`config.mk`:
```
export PLATFORM = sky130hd
export DESIGN_NAME = rv_sequencer_flat
export DESIGN_NICKNAME = d
export VERILOG_FILES = /design/src/rtl/rv_sequencer_if.sv /design/src/rtl/rv_sequencer.sv /design/src/flat_wrapper.sv
export SDC_FILE = /design/constraint.sdc
export NUM_CORES = 1
export LEC_CHECK = 0
export ABC_AREA = 1
export BUFFER_PORTS_ARGS = -buffer_cell sky130_fd_sc_hd__buf_2
export CORE_MARGIN = 1.5
export CORE_UTILIZATION = 50
export CTS_CLUSTER_SIZE = 8
export DETAILED_ROUTE_END_ITERATION = 12
export PLACE_DENSITY = 0.73
export SLEW_MARGIN = 30
export SYNTH_ARGS = -nofsm -noshare
export SYNTH_HDL_FRONTEND = slang
export SYNTH_SLANG_ARGS = --single-unit
```
`constraint.sdc`:
```
create_clock -name clk -period 3.6 [get_ports clk]
set_input_delay 0.36 -clock clk [delete_from_list [all_inputs] [get_ports clk]]
set_output_delay 0.36 -clock clk [all_outputs]
set_load 0.005 [all_outputs]
```
`src/rtl/rv_sequencer_if.sv`:
```
// Instruction fetch port of the RV32I multicycle sequencer.
// req/addr are held while fetching; valid is a one-cycle data strobe.
interface rv_sequencer_if;
  logic        req;
  logic [31:0] addr;
  logic [31:0] rdata;
  logic        valid;

  modport master (
    output req,
    output addr,
    input  rdata,
    input  valid
  );

  modport slave (
    input  req,
    input  addr,
    output rdata,
    output valid
  );
endinterface

```
`src/rtl/rv_sequencer.sv`:
```
// Multicycle RV32I control sequencer: fetch, decode, hold, commit.
// Computes next PC and stops on ECALL/EBREAK, bad opcodes, bad targets.
module rv_sequencer #(
  parameter logic [31:0] RESET_PC    = 32'h0000_0000,
  parameter int unsigned HOLD_CYCLES = 5
) (
  input  logic           clk,
  input  logic           rst,
  rv_sequencer_if.master imem,
  input  logic [31:0]    rs1_val,
  input  logic [31:0]    rs2_val,
  output logic [22:0]    cword,
  output logic [31:0]    pc,
  output logic [31:0]    imm,
  output logic           halted,
  output logic           trap
);

  localparam int unsigned CW =
    (HOLD_CYCLES > 1) ? $clog2(HOLD_CYCLES) : 1;
  localparam logic [CW-1:0] LAST = CW'(HOLD_CYCLES - 1);

  localparam logic [3:0] T_LOAD   = 4'd0;
  localparam logic [3:0] T_IMM    = 4'd1;
  localparam logic [3:0] T_STORE  = 4'd2;
  localparam logic [3:0] T_REG    = 4'd3;
  localparam logic [3:0] T_LUI    = 4'd4;
  localparam logic [3:0] T_AUIPC  = 4'd5;
  localparam logic [3:0] T_BRANCH = 4'd6;
  localparam logic [3:0] T_JALR   = 4'd7;
  localparam logic [3:0] T_JAL    = 4'd8;

  localparam logic [22:0] BUBBLE = {19'd0, T_BRANCH};

  localparam logic [6:0] OP_LOAD   = 7'b0000011;
  localparam logic [6:0] OP_IMM    = 7'b0010011;
  localparam logic [6:0] OP_STORE  = 7'b0100011;
  localparam logic [6:0] OP_REG    = 7'b0110011;
  localparam logic [6:0] OP_LUI    = 7'b0110111;
  localparam logic [6:0] OP_AUIPC  = 7'b0010111;
  localparam logic [6:0] OP_BRANCH = 7'b1100011;
  localparam logic [6:0] OP_JALR   = 7'b1100111;
  localparam logic [6:0] OP_JAL    = 7'b1101111;
  localparam logic [6:0] OP_SYSTEM = 7'b1110011;

  typedef enum logic [2:0] {
    S_IDLE,
    S_FETCH,
    S_DECODE,
    S_EXEC,
    S_COMMIT,
    S_HALT,
    S_TRAP
  } state_e;

  state_e        state;
  state_e        state_nx;
  logic [CW-1:0] cnt;
  logic [31:0]   instr;
  logic [31:0]   pc_q;
  logic [31:0]   imm_q;
  logic [22:0]   cw_q;

  logic [6:0]  opc;
  logic [2:0]  f3;
  logic [31:0] imm_i;
  logic [31:0] imm_s;
  logic [31:0] imm_b;
  logic [31:0] imm_u;
  logic [31:0] imm_j;

  logic [3:0]  dty;
  logic [31:0] dimm;
  logic        df7;
  logic        dlegal;
  logic        dsys;

  logic [3:0]  cty;
  logic [2:0]  cf3;
  logic        taken;
  logic        bad_f3;
  logic [31:0] pc_nx;
  logic        commit_bad;

  assign opc   = instr[6:0];
  assign f3    = instr[14:12];
  assign imm_i = {{20{instr[31]}}, instr[31:20]};
  assign imm_s = {{20{instr[31]}}, instr[31:25], instr[11:7]};
  assign imm_b = {{19{instr[31]}}, instr[31], instr[7],
                  instr[30:25], instr[11:8], 1'b0};
  assign imm_u = {instr[31:12], 12'd0};
  assign imm_j = {{11{instr[31]}}, instr[31], instr[19:12],
                  instr[20], instr[30:21], 1'b0};

  always_comb begin
    dty    = T_BRANCH;
    dimm   = '0;
    df7    = 1'b0;
    dlegal = 1'b1;
    dsys   = 1'b0;
    unique case (1'b1)
      opc == OP_LOAD: begin
        dty  = T_LOAD;
        dimm = imm_i;
      end
      opc == OP_IMM: begin
        dty  = T_IMM;
        dimm = imm_i;
        df7  = (f3 == 3'b101) & instr[30];
      end
      opc == OP_STORE: begin
        dty  = T_STORE;
        dimm = imm_s;
      end
      opc == OP_REG: begin
        dty = T_REG;
        df7 = instr[30];
      end
      opc == OP_LUI: begin
        dty  = T_LUI;
        dimm = imm_u;
      end
      opc == OP_AUIPC: begin
        dty  = T_AUIPC;
        dimm = imm_u;
      end
      opc == OP_BRANCH: begin
        dty  = T_BRANCH;
        dimm = imm_b;
      end
      opc == OP_JALR: begin
        dty  = T_JALR;
        dimm = imm_i;
      end
      opc == OP_JAL: begin
        dty  = T_JAL;
        dimm = imm_j;
      end
      opc == OP_SYSTEM: dsys = 1'b1;
      default: dlegal = 1'b0;
    endcase
  end

  assign cty = cw_q[3:0];
  assign cf3 = cw_q[6:4];

  // Register operands are only trusted here, in the commit cycle.
  always_comb begin
    taken  = 1'b0;
    bad_f3 = 1'b0;
    unique case (cf3)
      3'b000: taken = rs1_val == rs2_val;
      3'b001: taken = rs1_val != rs2_val;
      3'b100: taken = $signed(rs1_val) < $signed(rs2_val);
      3'b101: taken = $signed(rs1_val) >= $signed(rs2_val);
      3'b110: taken = rs1_val < rs2_val;
      3'b111: taken = rs1_val >= rs2_val;
      default: bad_f3 = 1'b1;
    endcase
  end

  always_comb begin
    pc_nx = pc_q + 32'd4;
    unique case (1'b1)
      cty == T_BRANCH: begin
        if (taken) pc_nx = pc_q + imm_q;
      end
      cty == T_JAL:  pc_nx = pc_q + imm_q;
      cty == T_JALR: pc_nx = (rs1_val + imm_q) & ~32'd1;
      default: ;
    endcase
  end

  assign commit_bad = ((cty == T_BRANCH) && bad_f3) ||
                      (pc_nx[1:0] != 2'b00);

  always_comb begin
    state_nx = state;
    imem.req = 1'b0;
    cword    = BUBBLE;
    halted   = 1'b0;
    trap     = 1'b0;
    unique case (state)
      S_IDLE: state_nx = S_FETCH;
      S_FETCH: begin
        imem.req = 1'b1;
        if (imem.valid) state_nx = S_DECODE;
      end
      S_DECODE: begin
        if (dsys)        state_nx = S_HALT;
        else if (dlegal) state_nx = S_EXEC;
        else             state_nx = S_TRAP;
      end
      S_EXEC: begin
        // No write side effects until commit: rd=0, store shown as imm.
        cword = {cw_q[22:13], 5'd0, cw_q[7:4],
                 (cty == T_STORE) ? T_IMM : cty};
        if (cnt == LAST) state_nx = S_COMMIT;
      end
      S_COMMIT: begin
        cword    = cw_q;
        state_nx = commit_bad ? S_TRAP : S_FETCH;
      end
      S_HALT: halted = 1'b1;
      S_TRAP: trap   = 1'b1;
      default: ;
    endcase
  end

  always_ff @(posedge clk or negedge rst) begin
    if (!rst) begin
      state <= S_IDLE;
      cnt   <= '0;
      instr <= '0;
      pc_q  <= RESET_PC;
      imm_q <= '0;
      cw_q  <= BUBBLE;
    end else begin
      state <= state_nx;
      unique case (state)
        S_FETCH: begin
          if (imem.valid) instr <= imem.rdata;
        end
        S_DECODE: begin
          cw_q  <= {instr[24:20], instr[19:15], instr[11:7],
                    df7, f3, dty};
          imm_q <= dimm;
          cnt   <= '0;
        end
        S_EXEC: begin
          cnt <= (cnt == LAST) ? '0 : cnt + 1'b1;
        end
        S_COMMIT: begin
          if (!commit_bad) begin
            pc_q <= pc_nx;
            cw_q <= BUBBLE;
          end
        end
        default: ;
      endcase
    end
  end

  assign imem.addr = pc_q;
  assign pc        = pc_q;
  assign imm       = imm_q;

endmodule

```
`src/flat_wrapper.sv`:
```
// flat-port wrapper written by rule: the top's interface ports become plain ports
module rv_sequencer_flat 
#(
  parameter logic [31:0] RESET_PC    = 32'h0000_0000,
  parameter int unsigned HOLD_CYCLES = 5
)
  (clk, rst, rs1_val, rs2_val, cword, pc, imm, halted, trap, imem_req, imem_addr, imem_rdata, imem_valid);
  rv_sequencer_if imem_i ();
  input  logic clk;
  input  logic rst;
  input  logic [31:0] rs1_val;
  input  logic [31:0] rs2_val;
  output logic [22:0] cword;
  output logic [31:0] pc;
  output logic [31:0] imm;
  output logic halted;
  output logic trap;
  output wire logic [$bits(imem_i.req)-1:0] imem_req;
  output wire logic [$bits(imem_i.addr)-1:0] imem_addr;
  input wire logic [$bits(imem_i.rdata)-1:0] imem_rdata;
  input wire logic [$bits(imem_i.valid)-1:0] imem_valid;
  assign imem_req = imem_i.req;
  assign imem_addr = imem_i.addr;
  assign imem_i.rdata = imem_rdata;
  assign imem_i.valid = imem_valid;
  rv_sequencer #(.RESET_PC(RESET_PC), .HOLD_CYCLES(HOLD_CYCLES)) u_core (.clk(clk), .rst(rst), .imem(imem_i), .rs1_val(rs1_val), .rs2_val(rs2_val), .cword(cword), .pc(pc), .imm(imm), .halted(halted), .trap(trap));
endmodule
```
==> results by group <==
Synth
  • YS warnings: 0
  • EDFF count, synth: 0
  • Sequential cell area fraction in the yosys report: 26.45%
  • Post-synthesis cell type count: 59
  • Area of the mapped netlist: 0.01184 mm2
  • FF+latch count, synth: 125
  • Avg Cell Area, Syn: 6.764 um2
  • Synth area leaders: dfrtp_1 26%, nand2_1 14%, ha_1 10%
  • Synth async-reset ratio: 100.0%
  • Post-synth top area share: 26.00%
  • Synth area leader: dfrtp_1
  • Ys flop type: dfrtp_1
  • Synth Instances: 1750
  • Syn nets: 1947

Timing
  • Final setup fails: 0
  • Final count of hold timing violations: 3
  • Max Clk Rate: 0.3122 GHz
  • Tmin final: 3.203 ns
  • Max-slew headroom: 43.17%
  • Worst setup margin: 0.3974 ns
  • Worst slew pin tran: 0.8525 ns
  • Sum Neg Setup Slack: 0 ns
  • Max-slew violations: 0
  • Final Cycle Share: 88.96%
  • Clock skew: 0.01837 ns
  • WHS: -0.01502 ns
  • RSZ-0062 raised after global routing: false

Cells and area
  • Design area: 0.01368 mm2
  • Area growth, synth to finish: 15.59%
  • ANT cells: 0
  • Nets: 2145
  • Post-Layout Cell Count: 2280
  • Share of post-route cells with drive strength above 1: 18.51%

CTS
  • Root buf cell: clkbuf_16
  • Post-cts repair resize count: 0
  • Clock insertion delay at the later pin of the skew report: 0.44 ns
  • H-tree Lvls: 4
  • Hold-fix buffers at CTS: 0
  • Setup bufs post-CTS: 0
  • CTS tree: built
  • CTS max path bufs: 2
  • Clock Sinks: 125
  • CTS Buf Count: 17
  • Clk slew on worst S/H paths: 0.07 ns

Placement
  • Dpl hpwl: 34770 um
  • DP Cell Count: 2248
  • Global placer's final weighted congestion: 1.011
  • Placement Setup Slack: 0.4237 ns
  • DP Area: 0.01310 mm2
  • IO Port Bufs: 220

Route
  • Remaining DRCs: 0
  • Post-DRT Antenna Nets: 0
  • Vias: 12.82k
  • Final WL: 42880 um
  • Iter 0 DRT Violations: 982
  • WL/cell: 18.80 um
  • Vias per cell: 5.621
  • First-pass iteration count of the detailed router: 6

Global routing
  • Antenna violations before repair: 1
  • GRT overflow: 0
  • Vias in the first global route: 12.28k
  • Largest net degree at the start of global routing: 69
  • First-pass GRT wire length: 66320 um
  • GRT Total Usage: 35.48%

Setup path
  • Worst Path Arrival: 3.53 ns
  • Worst Path Max Fanout: 4
  • Startpoint class of the critical path: register
  • Critical path type: reg -> reg
  • CP delay by family, top: compound AO/OA/AOI/OAI gates
  • Worst Path Required: 3.92 ns
  • Worst path max stage delay: 0.47 ns
  • Worst path bufs/invs: 2
  • CP max-delay cell: o21ai_0
  • Crit-path cells: nand2_1 > inv_1 > fa_1 > nand2_1 > nand2_1 > o21ai_0 > o21ai_0 > a21oi_1 > buf_4 > o21ai_0 > nand2_1 > nand2_1 > o21ai_0 > o21ai_0 > o21ai_2 > nand2_1
  • Crit path top cell by count: nand2_1
  • Worst setup EP type: register

Floorplanning
  • Core area: 0.02333 mm2
  • Die area: 0.02461 mm2
  • DIE HEIGHT: 156.9 um
  • # rows: 56
  • Die width: 156.9 um
  • Ports: 221
  • Initial Utilization: 50.73%

Run status
  • Violated checks: hold timing
  • Status: finished, violations left

Power
  • Pwr/cell area: 257.2 mW/mm2
  • LEAKAGE: 7.705 nW
  • Max VDD drop: 279.9 uV

Flow run
  • Max Cap Viol: 0

Min path
  • Worst Hold Class: in -> async
==> cell type report <==
| class | count | area [um2] |
|---|---|---|
| timing repair buffer | 246 | 1311 |
| fill | 2367 | 9649 |
| inverter | 233 | 874.6 |
| clock buffer | 18 | 429.2 |
| tap | 319 | 399.1 |
| clock inverter | 14 | 157.7 |
| sequential | 125 | 3131 |
| multi-input combinational | 1325 | 7381 |
==> logic make-up after synthesis <==
logic type      share of synthesized area, %
flops                                  26.45
mux                                    1.427
buf+inv                                11.23
compound gates                         16.62
simple gates                           30.03
fa+ha+maj                              10.49
xor+xnor                               3.773
==> per-stage QoR <==
step	util [%]	power (mW)	hold slack (ns)
after floorplan	-	1.583	0.06441
after global placement	56.13	1.714	0.4608
after detailed placement	56.13	1.720	0.4739
after CTS	58.64	3.531	0.01723
after global routing	58.64	3.626	0.04335
final	58.64	3.520	-0.01502
==> per-layer routing <==
| metal | GRT usage [%] | share of wire, % |
|---|---|---|
| met1 | 46.17 | 43 |
| met2 | 59.59 | 47 |
| met3 | 4.459 | 6.6 |
| met4 | 14.20 | 3.7 |
| met5 | 0 | 0 |
==> layout by cell type (no fill, tap or decap), drive strengths merged, types with 6 or more instances in the layout <==
cell type | synthesis | final
mux2 | 15 | 15
nand2 | 459 | 459
clkinv | 5 | 8
o21ai | 140 | 140
or2 | 16 | 16
nor3 | 26 | 26
xnor2 | 13 | 13
xor2 | 38 | 38
clkbuf | 22 | 18
o221ai | 6 | 6
inv | 228 | 235
o21bai | 10 | 10
a21o | 9 | 9
nor4 | 21 | 21
nand4 | 27 | 27
ha | 96 | 96
a31oi | 12 | 12
dfrtp | 123 | 123
buf | 45 | 246
nand3 | 101 | 101
a21oi | 129 | 129
nor2 | 166 | 166
==> power breakdown <==
group          leakage (nW)  internal (mW)  switching, mW  total [mW]
sequential             1.49           1.40              0        1.40
combinational          5.93          0.109          0.185       0.294
clock                 0.284           1.04          0.784        1.82
==> state kept, by name, indices dropped and copies added (netlist names) <==
signal / flops
u_core.state: 3
u_core.cw_q: 23
u_core.cnt: 3
u_core.imm: 32
u_core.imem.addr: 32
u_core.instr: 32
==> Yosys cell counts (all sizes together) (15+ instances only) <==
cell and n:
a21oi 129, or2 16, mux2 15, nand2 459
inv 228, o21ai 140, nand4 27, nor2 166
buf 45, xor2 38, clkbuf 22, ha 96
nor4 21, dfrtp 123, nor3 26, nand3 101
==> final timing paths <==
| check | from | to | slack (ns) | cells after the start |
|---|---|---|---|---|
| worst max-delay path | u_core.imm[0]$_DFFE_PN0P_ | u_core.imem.addr[22]$_DFFE_PN0P_ | 0.40 | 16 |
| worst min-delay path | rst | u_core.imem.addr[8]$_DFFE_PN0P_ | -0.02 | 1 |
| worst max register to register | u_core.imm[0]$_DFFE_PN0P_ | u_core.imem.addr[22]$_DFFE_PN0P_ | 0.40 | 16 |
| worst min register to register | u_core.instr[24]$_DFFE_PN0P_ | u_core.cw_q[22]$_DFFE_PN0P_ | 0.48 | 2 |
| max in group asynchronous | rst | u_core.imem.addr[31]$_DFFE_PN0P_ | 2.68 | 2 |
| min in group clk | imem_rdata[17] | u_core.instr[17]$_DFFE_PN0P_ | 0.15 | 2 |
Note: power is estimated with default switching activity, not from simulation.
